[config.mk]
export PLATFORM = sky130hd
export DESIGN_NAME = alu_issue_ctrl
export DESIGN_NICKNAME = d
export VERILOG_FILES = /design/src/rtl/alu_issue_ctrl.sv
export SDC_FILE = /design/constraint.sdc
export NUM_CORES = 1
export LEC_CHECK = 0
export BUFFER_PORTS_ARGS = -buffer_cell sky130_fd_sc_hd__buf_2
export CAP_MARGIN = 10
export CORE_ASPECT_RATIO = 1.1
export CORE_MARGIN = 3
export CORE_UTILIZATION = 45
export CTS_CLUSTER_DIAMETER = 150
export DETAILED_ROUTE_END_ITERATION = 6
export PLACE_DENSITY_LB_ADDON = 0.25
export SYNTH_ARGS = -nofsm -noshare
export SYNTH_HDL_FRONTEND = slang
export SYNTH_SLANG_ARGS = --single-unit
[constraint.sdc]
create_clock -name clk -period 3.1 [get_ports clk]
set_input_delay 0.62 -clock clk [delete_from_list [all_inputs] [get_ports clk]]
set_output_delay 0.62 -clock clk [all_outputs]
set_load 0.05 [all_outputs]
[src/rtl/alu_issue_ctrl.sv]
// Issue controller for the 12-bit combinational ALU: fetches operands from an
// 8x12 register file, sequences one instruction at a time, writes back and reports.
module alu_issue_ctrl #(
    parameter int NREGS = 8,
    parameter int W     = 12
) (
    input  logic         clk,
    input  logic         rst_n,
    input  logic         in_valid,
    input  logic [W-1:0] in_instr,
    output logic         in_ready,
    output logic [2:0]   alu_opcode,
    output logic [W-1:0] alu_op1,
    output logic [W-1:0] alu_op2,
    input  logic [W-1:0] alu_out,
    output logic         res_valid,
    output logic [W-1:0] res_data,
    output logic [2:0]   res_rd,
    input  logic         res_ready,
    input  logic         host_we,
    input  logic [2:0]   host_waddr,
    input  logic [W-1:0] host_wdata,
    input  logic [2:0]   dbg_raddr,
    output logic [W-1:0] dbg_rdata,
    output logic [15:0]  instr_count
);

    typedef enum logic [1:0] {
        IDLE,
        READ,
        EXEC,
        WB
    } state_t;

    state_t       state_q;
    logic [W-1:0] instr_q;
    logic [2:0]   opcode_q;
    logic [W-1:0] op1_q;
    logic [W-1:0] op2_q;
    logic [W-1:0] res_q;
    logic         wb_pend_q;
    logic [15:0]  cnt_q;
    logic [W-1:0] rf_q [NREGS];

    logic [2:0] rd;
    logic [2:0] rs1;
    logic [2:0] rs2;

    assign rd  = instr_q[8:6];
    assign rs1 = instr_q[5:3];
    assign rs2 = instr_q[2:0];

    always_ff @(posedge clk or negedge rst_n) begin
        if (!rst_n) begin
            state_q   <= IDLE;
            instr_q   <= '0;
            opcode_q  <= '0;
            op1_q     <= '0;
            op2_q     <= '0;
            res_q     <= '0;
            wb_pend_q <= 1'b0;
            cnt_q     <= '0;
            for (int i = 0; i < NREGS; i++) begin
                rf_q[i] <= '0;
            end
        end else begin
            unique case (state_q)
                IDLE: begin
                    // R0 is hardwired to zero, so its storage is never written
                    if (host_we && host_waddr != 3'd0) begin
                        rf_q[host_waddr] <= host_wdata;
                    end
                    if (in_valid) begin
                        instr_q <= in_instr;
                        state_q <= READ;
                    end
                end
                READ: begin
                    op1_q    <= rf_q[rs1];
                    op2_q    <= rf_q[rs2];
                    opcode_q <= instr_q[11:9];
                    state_q  <= EXEC;
                end
                EXEC: begin
                    res_q     <= alu_out;
                    wb_pend_q <= 1'b1;
                    state_q   <= WB;
                end
                WB: begin
                    // Write once even if the consumer stalls us here
                    if (wb_pend_q) begin
                        if (rd != 3'd0) begin
                            rf_q[rd] <= res_q;
                        end
                        wb_pend_q <= 1'b0;
                    end
                    if (res_ready) begin
                        cnt_q   <= cnt_q + 16'd1;
                        state_q <= IDLE;
                    end
                end
                default: state_q <= IDLE;
            endcase
        end
    end

    assign in_ready    = (state_q == IDLE);
    assign res_valid   = (state_q == WB);
    assign res_data    = res_q;
    assign res_rd      = rd;
    assign alu_opcode  = opcode_q;
    assign alu_op1     = op1_q;
    assign alu_op2     = op2_q;
    assign dbg_rdata   = rf_q[dbg_raddr];
    assign instr_count = cnt_q;

endmodule

# Word level (Yosys, flattened, before mapping)
# Index checks and enable logic that the tools add are counted.
[totals]
ff_bits = 166
input_bits = 47
out_inout_bits = 72
wordCells = 72
[op_classes]
addsub = 1
order_cmp = 7
eq_ne = 8
mux = 23
n_bitwise = 5
reduce_logical = 12
[ops]
columns = ["cell", "count"]
rows = [
  ["2-to-1 mux 96 bit", 3],
  ["bitwise mux 96 bit", 2],
  ["case mux 96 bit (2 select lines)", 1],
  ["binary-select mux 12 bit (select 3 bit)", 3],
  ["2-to-1 mux 12 bit", 8],
  ["demux 12 bit (select 3 bit)", 2],
  [">= comparator 4 bit, second input constant", 5],
  ["NOT 3 -> 4 bit", 5],
  ["adder 16 x 1 -> 16 bit, second input constant", 1],
  ["< comparator 4 x 1 -> 1 bit, second input constant", 2],
  ["!= test 2 x 1 -> 1 bit, second input constant", 4],
  ["case mux 2 bit (4 select lines)", 1],
  ["AND reduction 2 bit", 3],
  ["nonzero test 3 bit", 2],
  ["== test 2 bit, second input constant", 2],
  ["2-to-1 mux 2 bit", 2],
  ["AND reduction 4 bit", 1],
  ["nonzero test 2 bit", 2],
  ["logical AND 1 bit", 3],
  ["== test 2 x 1 -> 1 bit, second input constant", 1],
  ["zero test 2 bit", 1],
  ["!= test 2 bit, second input constant", 1],
  ["case mux 1 bit (2 select lines)", 1],
]

# Longest topological paths before layout
# Gate-level depths: netlist of the first run.
[depth]
ltp_word = 9
ltp_mapped = 7
ltp_nobuf = 6

# Least setup slack after synthesis of the first run
# Ideal clock, no wire load.
[synth_path]
kind = "input to output"
from = "input port dbg_raddr[0]"
to = "output port dbg_rdata[0]"
t_arrival_ns = 2.010
t_required_ns = 2.480
slack_ns = 0.470
cell_stages = 4
path_buffers = 2
path_cell_list = "buf_2 -> buf_2 -> mux4_2 -> mux2_2"
[synth_between]
elab_chain_len = 4
[synth_lines]
columns = ["item", "line", "text"]
rows = [
  ["start, declared", "23", "input logic [2:0] dbg_raddr,"],
  ["NOT 3 -> 4 bit (implied by the code)", "114", "assign dbg_rdata = rf_q[dbg_raddr];"],
  ["binary-select mux 12 bit (select 3 bit)", "114", ""],
  ["2-to-1 mux 12 bit (implied by the code) (2 in series)", "114", ""],
  ["end, declared", "24", "output logic [W-1:0] dbg_rdata,"],
]
# Every way passes these cells. The select of a mux whose other input is x is not followed.

# Worst setup path after layout of the first run
[layout_path]
from = "input port dbg_raddr[1]"
to = "output port dbg_rdata[4]"
# Same word-level chain as after synthesis.

==> results of run 1 <==
power by group through the flow:
stage	sequential (W)	combinational, W	clock [W]
detailed placement	0.00380	0.00523	0
CTS	0.00376	0.00525	0.00228
global route	0.00389	0.00559	0.00239
finish	0.00379	0.00520	0.00224
floorplan	0.00445	0.00325	0
global placement	0.00377	0.00516	0
state kept, by name, summed over array words and instances (netlist names):
signal and cells:
res_data 12, alu_opcode 3, wb_pend_q 1, instr_q 12, alu_op1 12, state_q 2, rf_q 96, instr_count 16
alu_op2 12
cell usage after synthesis, types with 9 or more instances:
library cell / count / area (um^2)
nor2_1: 36 / 135
buf_4: 11 / 82.6
a21oi_1: 25 / 125
o21ai_0: 72 / 360
mux2_2: 123 / 1390
mux4_2: 72 / 1620
dfrtp_1: 166 / 4150
mux2i_1: 24 / 240
buf_2: 12 / 60.1
xnor2_1: 9 / 78.8
o2bb2ai_1: 12 / 105
clkbuf_1: 44 / 165
nand2_1: 95 / 357
per-stage QoR:
step,cell area (um^2),cells,utilization,worst slack (ns)
final,10800,1118,0.535,0.486
after global routing,10800,1118,0.535,0.383
after CTS,10800,1118,0.535,0.487
after detailed placement,10200,1086,0.504,0.499
after global placement,10200,1086,0.504,0.510
after floorplan,9420,768,-,0.470
metal layers:
metal,part of all wire,GRT usage,vias to the layer above
li1,-,-,3001
met1,0.47,0.338,3381
met2,0.45,0.327,240
met3,0.061,0.0399,30
met4,0.014,0.0583,4
met5,0.0014,0,-
worst max-delay path by stage:
| stage | depth (start not counted) | slack [ns] | endpoint | start |
|---|---|---|---|---|
| after floorplan | 4 | 0.47 | dbg_rdata[0] | dbg_raddr[0] |
| after global placement | 5 | 0.51 | dbg_rdata[9] | dbg_raddr[0] |
| after detailed placement | 4 | 0.50 | dbg_rdata[9] | dbg_raddr[1] |
| after CTS | 3 | 0.49 | res_valid | state_q[1]$_DFFE_PN0P_ |
| after global routing | 3 | 0.38 | res_valid | state_q[1]$_DFFE_PN0P_ |
| final | 4 | 0.49 | dbg_rdata[4] | dbg_raddr[1] |
cell usage in the layout, fill, tap and decap left out, types with 2 or more instances in the layout:
master      netlist  routed
a21oi_1          25      25
a31oi_1           2       2
and4bb_2          2       2
buf_12            0       2
buf_2            12     117
buf_4            11      19
bufinv_16         0       4
clkbuf_16         0      17
clkinv_2          0       6
clkinv_4          0       2
clkinvlp_4        0       2
dfrtp_1         166     166
ha_1              6       5
inv_1             5       5
mux2_1            2       2
mux2_2          123     123
mux2i_1          24      24
mux4_2           72      72
nand2_1          95      95
nand3_1           6       6
nand3b_1          3       3
nand4_1           2       2
nor2_1           36      36
nor3_1            4       4
nor4b_2           3       3
o21ai_0          72      72
o21ai_2           4       4
o2bb2ai_1        12      12
xnor2_1           9       9
xor2_1            6       6
final cells by class:
type                       instances  area (um^2)  share of cell area
multi-input combinational        524         4910               0.455
sequential                       166         4150               0.385
timing repair buffer             139          779              0.0722
clock buffer                      18          439              0.0407
tap                              252          315              0.0292
clock inverter                    14          183              0.0169
inverter                           5         18.8             0.00174
critical path, cell delays in order:
cell,delay (ns)
buf_2,0.46
mux4_2,0.40
mux2_2,0.28
buf_2,0.21
cells by family (layout without fill, tap and decap cells):
family | Yosys count | count (layout) | share of synthesized area
adders and majority gates | 6 | 6 | 0.00797
buffers and inverters | 78 | 176 | 0.0379
xor gates and xnor gates | 15 | 15 | 0.0140
DFF | 166 | 166 | 0.441
and+or+nand+nor | 161 | 161 | 0.0773
AOI/OAI and AO/OA | 121 | 121 | 0.0747
muxes | 221 | 221 | 0.347
==> flow_summary.yaml, run 1 <==
status:
  status: "completed"
critical_path:
  worst-endpoint-arrival_ns: 1.99
  end_kind: "primary output"
  path_max_fanout: 24
  r2r_slack_ns: 0.63
  timing.rr.start: "state_q[1]$_DFFE_PN0P_"
  reg2reg_to: "rf_q[65]$_DFFE_PN0P_"
  crit_path_start_kind: "input pin"
  critPathKind: "in -> out"
  required_ns: 2.48
  reg2reg_depth: 5
logic_synthesis:
  syn_nets: 821
  ys_warn_count: 0
  synth-edff-count: 0
  ys_seq_elements: 166
  syn_area_mm2: 0.00942
  ys.flop_type: "dfrtp_1"
  syn_avg_cell_area_um2: 12.3
  async_reset_ff_frac: 1.00
  ys_seq_area_frac: 0.441
  synth_cell_type_count: 43
  synth_cells: 768
placed_design:
  gp_congestion: 0.797
  post-dp-hpwl_mm: 17.1
  io_buffers: 118
clock_network:
  clock_sinks: 166
  cts_buffers: 17
  clock-root-buffer: "clkbuf_16"
  post_cts_resized: 0
  clk_pin_slew_worst_paths_ns: 0.07
  ctsHoldBuffers: 0
  cts_setup_buffers: 0
  cts_max_level: 4
  clk_latency_ns: 0.43
  clockBufferDepth: 2
  cts_tree: "built"
detailed_routing:
  drc: 0
  first_pass_iters: 6
  drt-total-wl_mm: 24.1
  num_vias: 6656
  drt_iter0_drc: 457
  wl_per_cell_um: 21.5
  ant_nets: 0
  via_per_inst: 5.95
finish:
  fill_cells: 1744
  final_nets: 906
  n_antenna_cell: 0
  area_delta_synth_final_pct: 14.7
  drive_above_1_share: 0.443
timing:
  rsz0062_at_grt: "false"
  worst_pin_slew_ns: 0.966
  setup_viol: 0
  fin_tns_setup_ns: 0
  hold_viol: 0
  holdWs_ns: 0.151
  final_max_slew_viol_count: 0
  fin_crit_sh: 0.843
  skew_ns: 0.00928
  relSlewSlack: 0.352
  max_freq_mhz: 383
  post-route-min-period_ns: 2.61
pwr:
  leakagePower_nw: 4.83
  pwr-share-comb: 0.463
  p_clk_frac: 0.199
  swShare: 0.435
  ir_drop_mv: 0.627
  total_power_w: 0.0112
  power_frac_seq: 0.337
  cell_internal_pwr_w: 0.00635
  p_per_area_mw_per_mm2: 1040
  switchingPower_w: 0.00488
flow_run:
  cap_violations: 0
floorplan:
  die_area_mm2: 0.0227
  die_h_um: 158
  core_area_mm2: 0.0202
  fp.dieW_um: 144
  initial_utilization: 0.466
  io_pins: 119
  rows: 54
worst_hold_path:
  hold_path.class: "in -> async"
grt:
  groute.usage.overall: 0.221
  grt_max_degree: 65
  antenna_found_initial: 2
  first_global_vias: 6653
  grt-ovfl-total: 0
  grt_pass1_wl_mm: 38.9
Power figures use the tool's default switching activity.
==> inputs of run 2 (changes only) <==
clock period = 2.75 ns   (was 3.1 ns; I/O delays follow)
==> flow_summary.yaml, run 2 (same netlist as run 1, synthesis figures left out) <==
timing:
  skew_ns: 0.00958
  max_freq_mhz: 405
  post-route-min-period_ns: 2.47
  worst_pin_slew_ns: 0.804
  hold_viol: 0
  fin_tns_setup_ns: 0
  fin_ws_ns: 0.279
  rsz0062_at_grt: "false"
  relSlewSlack: 0.464
  setup_viol: 0
  fin_crit_sh: 0.898
  final_max_slew_viol_count: 0
pwr:
  pwr-share-comb: 0.473
  cell_internal_pwr_w: 0.00683
  ir_drop_mv: 0.838
  power_frac_seq: 0.346
  p_clk_frac: 0.181
  p_per_area_mw_per_mm2: 1150
  switchingPower_w: 0.00556
  leakagePower_nw: 4.82
  swShare: 0.449
clock_network:
  cts_tree: "built"
  clock-root-buffer: "clkbuf_16"
  cts_max_level: 4
  ctsHoldBuffers: 0
  clockBufferDepth: 2
  clock_sinks: 166
  clk_latency_ns: 0.43
  post_cts_resized: 0
  clk_pin_slew_worst_paths_ns: 0.07
  cts_setup_buffers: 0
  cts_buffers: 17
grt:
  grt_use_met1: 0.332
  grt_max_degree: 67
  grt-busiest-layer: "met1"
  grt-ovfl-total: 0
  use_met3: 0.0423
  grt_pass1_wl_mm: 38.4
  antenna_found_initial: 2
  grt_use_met2: 0.323
  groute.usage.overall: 0.218
  first_global_vias: 6581
detailed_routing:
  drt_iter0_drc: 475
  first_pass_iters: 5
  wl_per_cell_um: 21.2
  num_vias: 6691
  drc: 0
  drt-total-wl_mm: 23.8
  ant_nets: 0
  via_per_inst: 5.95
finish:
  stdcell_count: 1125
  top_register: "rf_q"
  area_delta_synth_final_pct: 14.7
  final_area_mm2: 0.0108
  drive_above_1_share: 0.447
  final_common_cell: "dfrtp_1"
  final_nets: 912
  layout.cells.most_common_list: "dfrtp_1, mux2_2, buf_2"
  largest_reg_flops: 96
floorplan:
  core_area_mm2: 0.0202
  fp.dieW_um: 144
  rows: 54
  die_area_mm2: 0.0227
  die_h_um: 158
  initial_utilization: 0.466
  io_pins: 119
critical_path:
  end_kind: "primary output"
  cp_slowest_cell: "mux4_2"
  cp.depth: 5
  crit_family: "multiplexers"
  crit_path_start_kind: "input pin"
  worst-endpoint-arrival_ns: 1.92
  crit_chain: "buf_2, buf_12, mux4_2, mux2_2, buf_2"
  reg2reg_depth: 5
  required_ns: 2.20
  crit_buf_inv: 3
  slowest_delay_ns: 0.54
  critPathKind: "in -> out"
  path_max_fanout: 24
  worst_path_most_repeated_cell: "buf_2"
placed_design:
  dpl_worst_slack_ns: 0.277
  gp_congestion: 0.791
  io_buffers: 118
  place_area_mm2: 0.0102
  placed_cells: 1092
  post-dp-hpwl_mm: 17.2
status:
  status: "completed"
flow_run:
  cap_violations: 0
worst_hold_path:
  hold_path.class: "in -> async"
-- run 2: stage by stage --
step	total power (W)	utilization	hold WS (ns)
2_1_floorplan	0.00869	-	0.254
3_3_place_gp	0.0101	0.507	0.405
3_5_place_dp	0.0102	0.507	0.404
4_1_cts	0.0125	0.534	0.133
5_1_grt	0.0131	0.535	0.159
6_report	0.0124	0.535	0.121
-- run 2: per-layer routing --
layer | vias to the layer above | share of wire | wire length (um)
met5 | - | 0.00055 | 13
met4 | 2 | 0.012 | 277
met3 | 24 | 0.064 | 1530
met2 | 261 | 0.45 | 10800
met1 | 3396 | 0.47 | 11200
li1 | 3008 | - | -
-- run 2: cell type report --
type | instances | area [um^2]
fillers | 1739 | 9400
clock inverters | 15 | 124
inverters | 5 | 18.8
clock buffers | 17 | 425
flip-flops and latches | 166 | 4150
repair buffers | 145 | 850
well taps | 252 | 315
diodes | 1 | 2.50
multi-input cells | 524 | 4910
-- run 2: power groups by stage --
stage | clock network, W | logic, W | registers, W
global placement | 0 | 0.00585 | 0.00425
global route | 0.00239 | 0.00631 | 0.00440
floorplan | 0 | 0.00367 | 0.00502
detailed placement | 0 | 0.00590 | 0.00429
finish | 0.00224 | 0.00587 | 0.00429
CTS | 0.00229 | 0.00593 | 0.00426
-- run 2: path summary, 6_finish.rpt --
check                      slack [ns]                 endpoint                   start
max                              0.28             dbg_rdata[2]            dbg_raddr[0]
min                              0.12   instr_q[8]$_DFFE_PN0P_                   rst_n
max reg2reg                      0.50     rf_q[55]$_DFFE_PN0P_  state_q[1]$_DFFE_PN0P_
min reg2reg                      0.41     rf_q[89]$_DFFE_PN0P_    rf_q[89]$_DFFE_PN0P_
max in group asynchronous        1.84     rf_q[44]$_DFFE_PN0P_                   rst_n
min in group clk                 0.35  res_data[9]$_DFFE_PN0P_              alu_out[9]
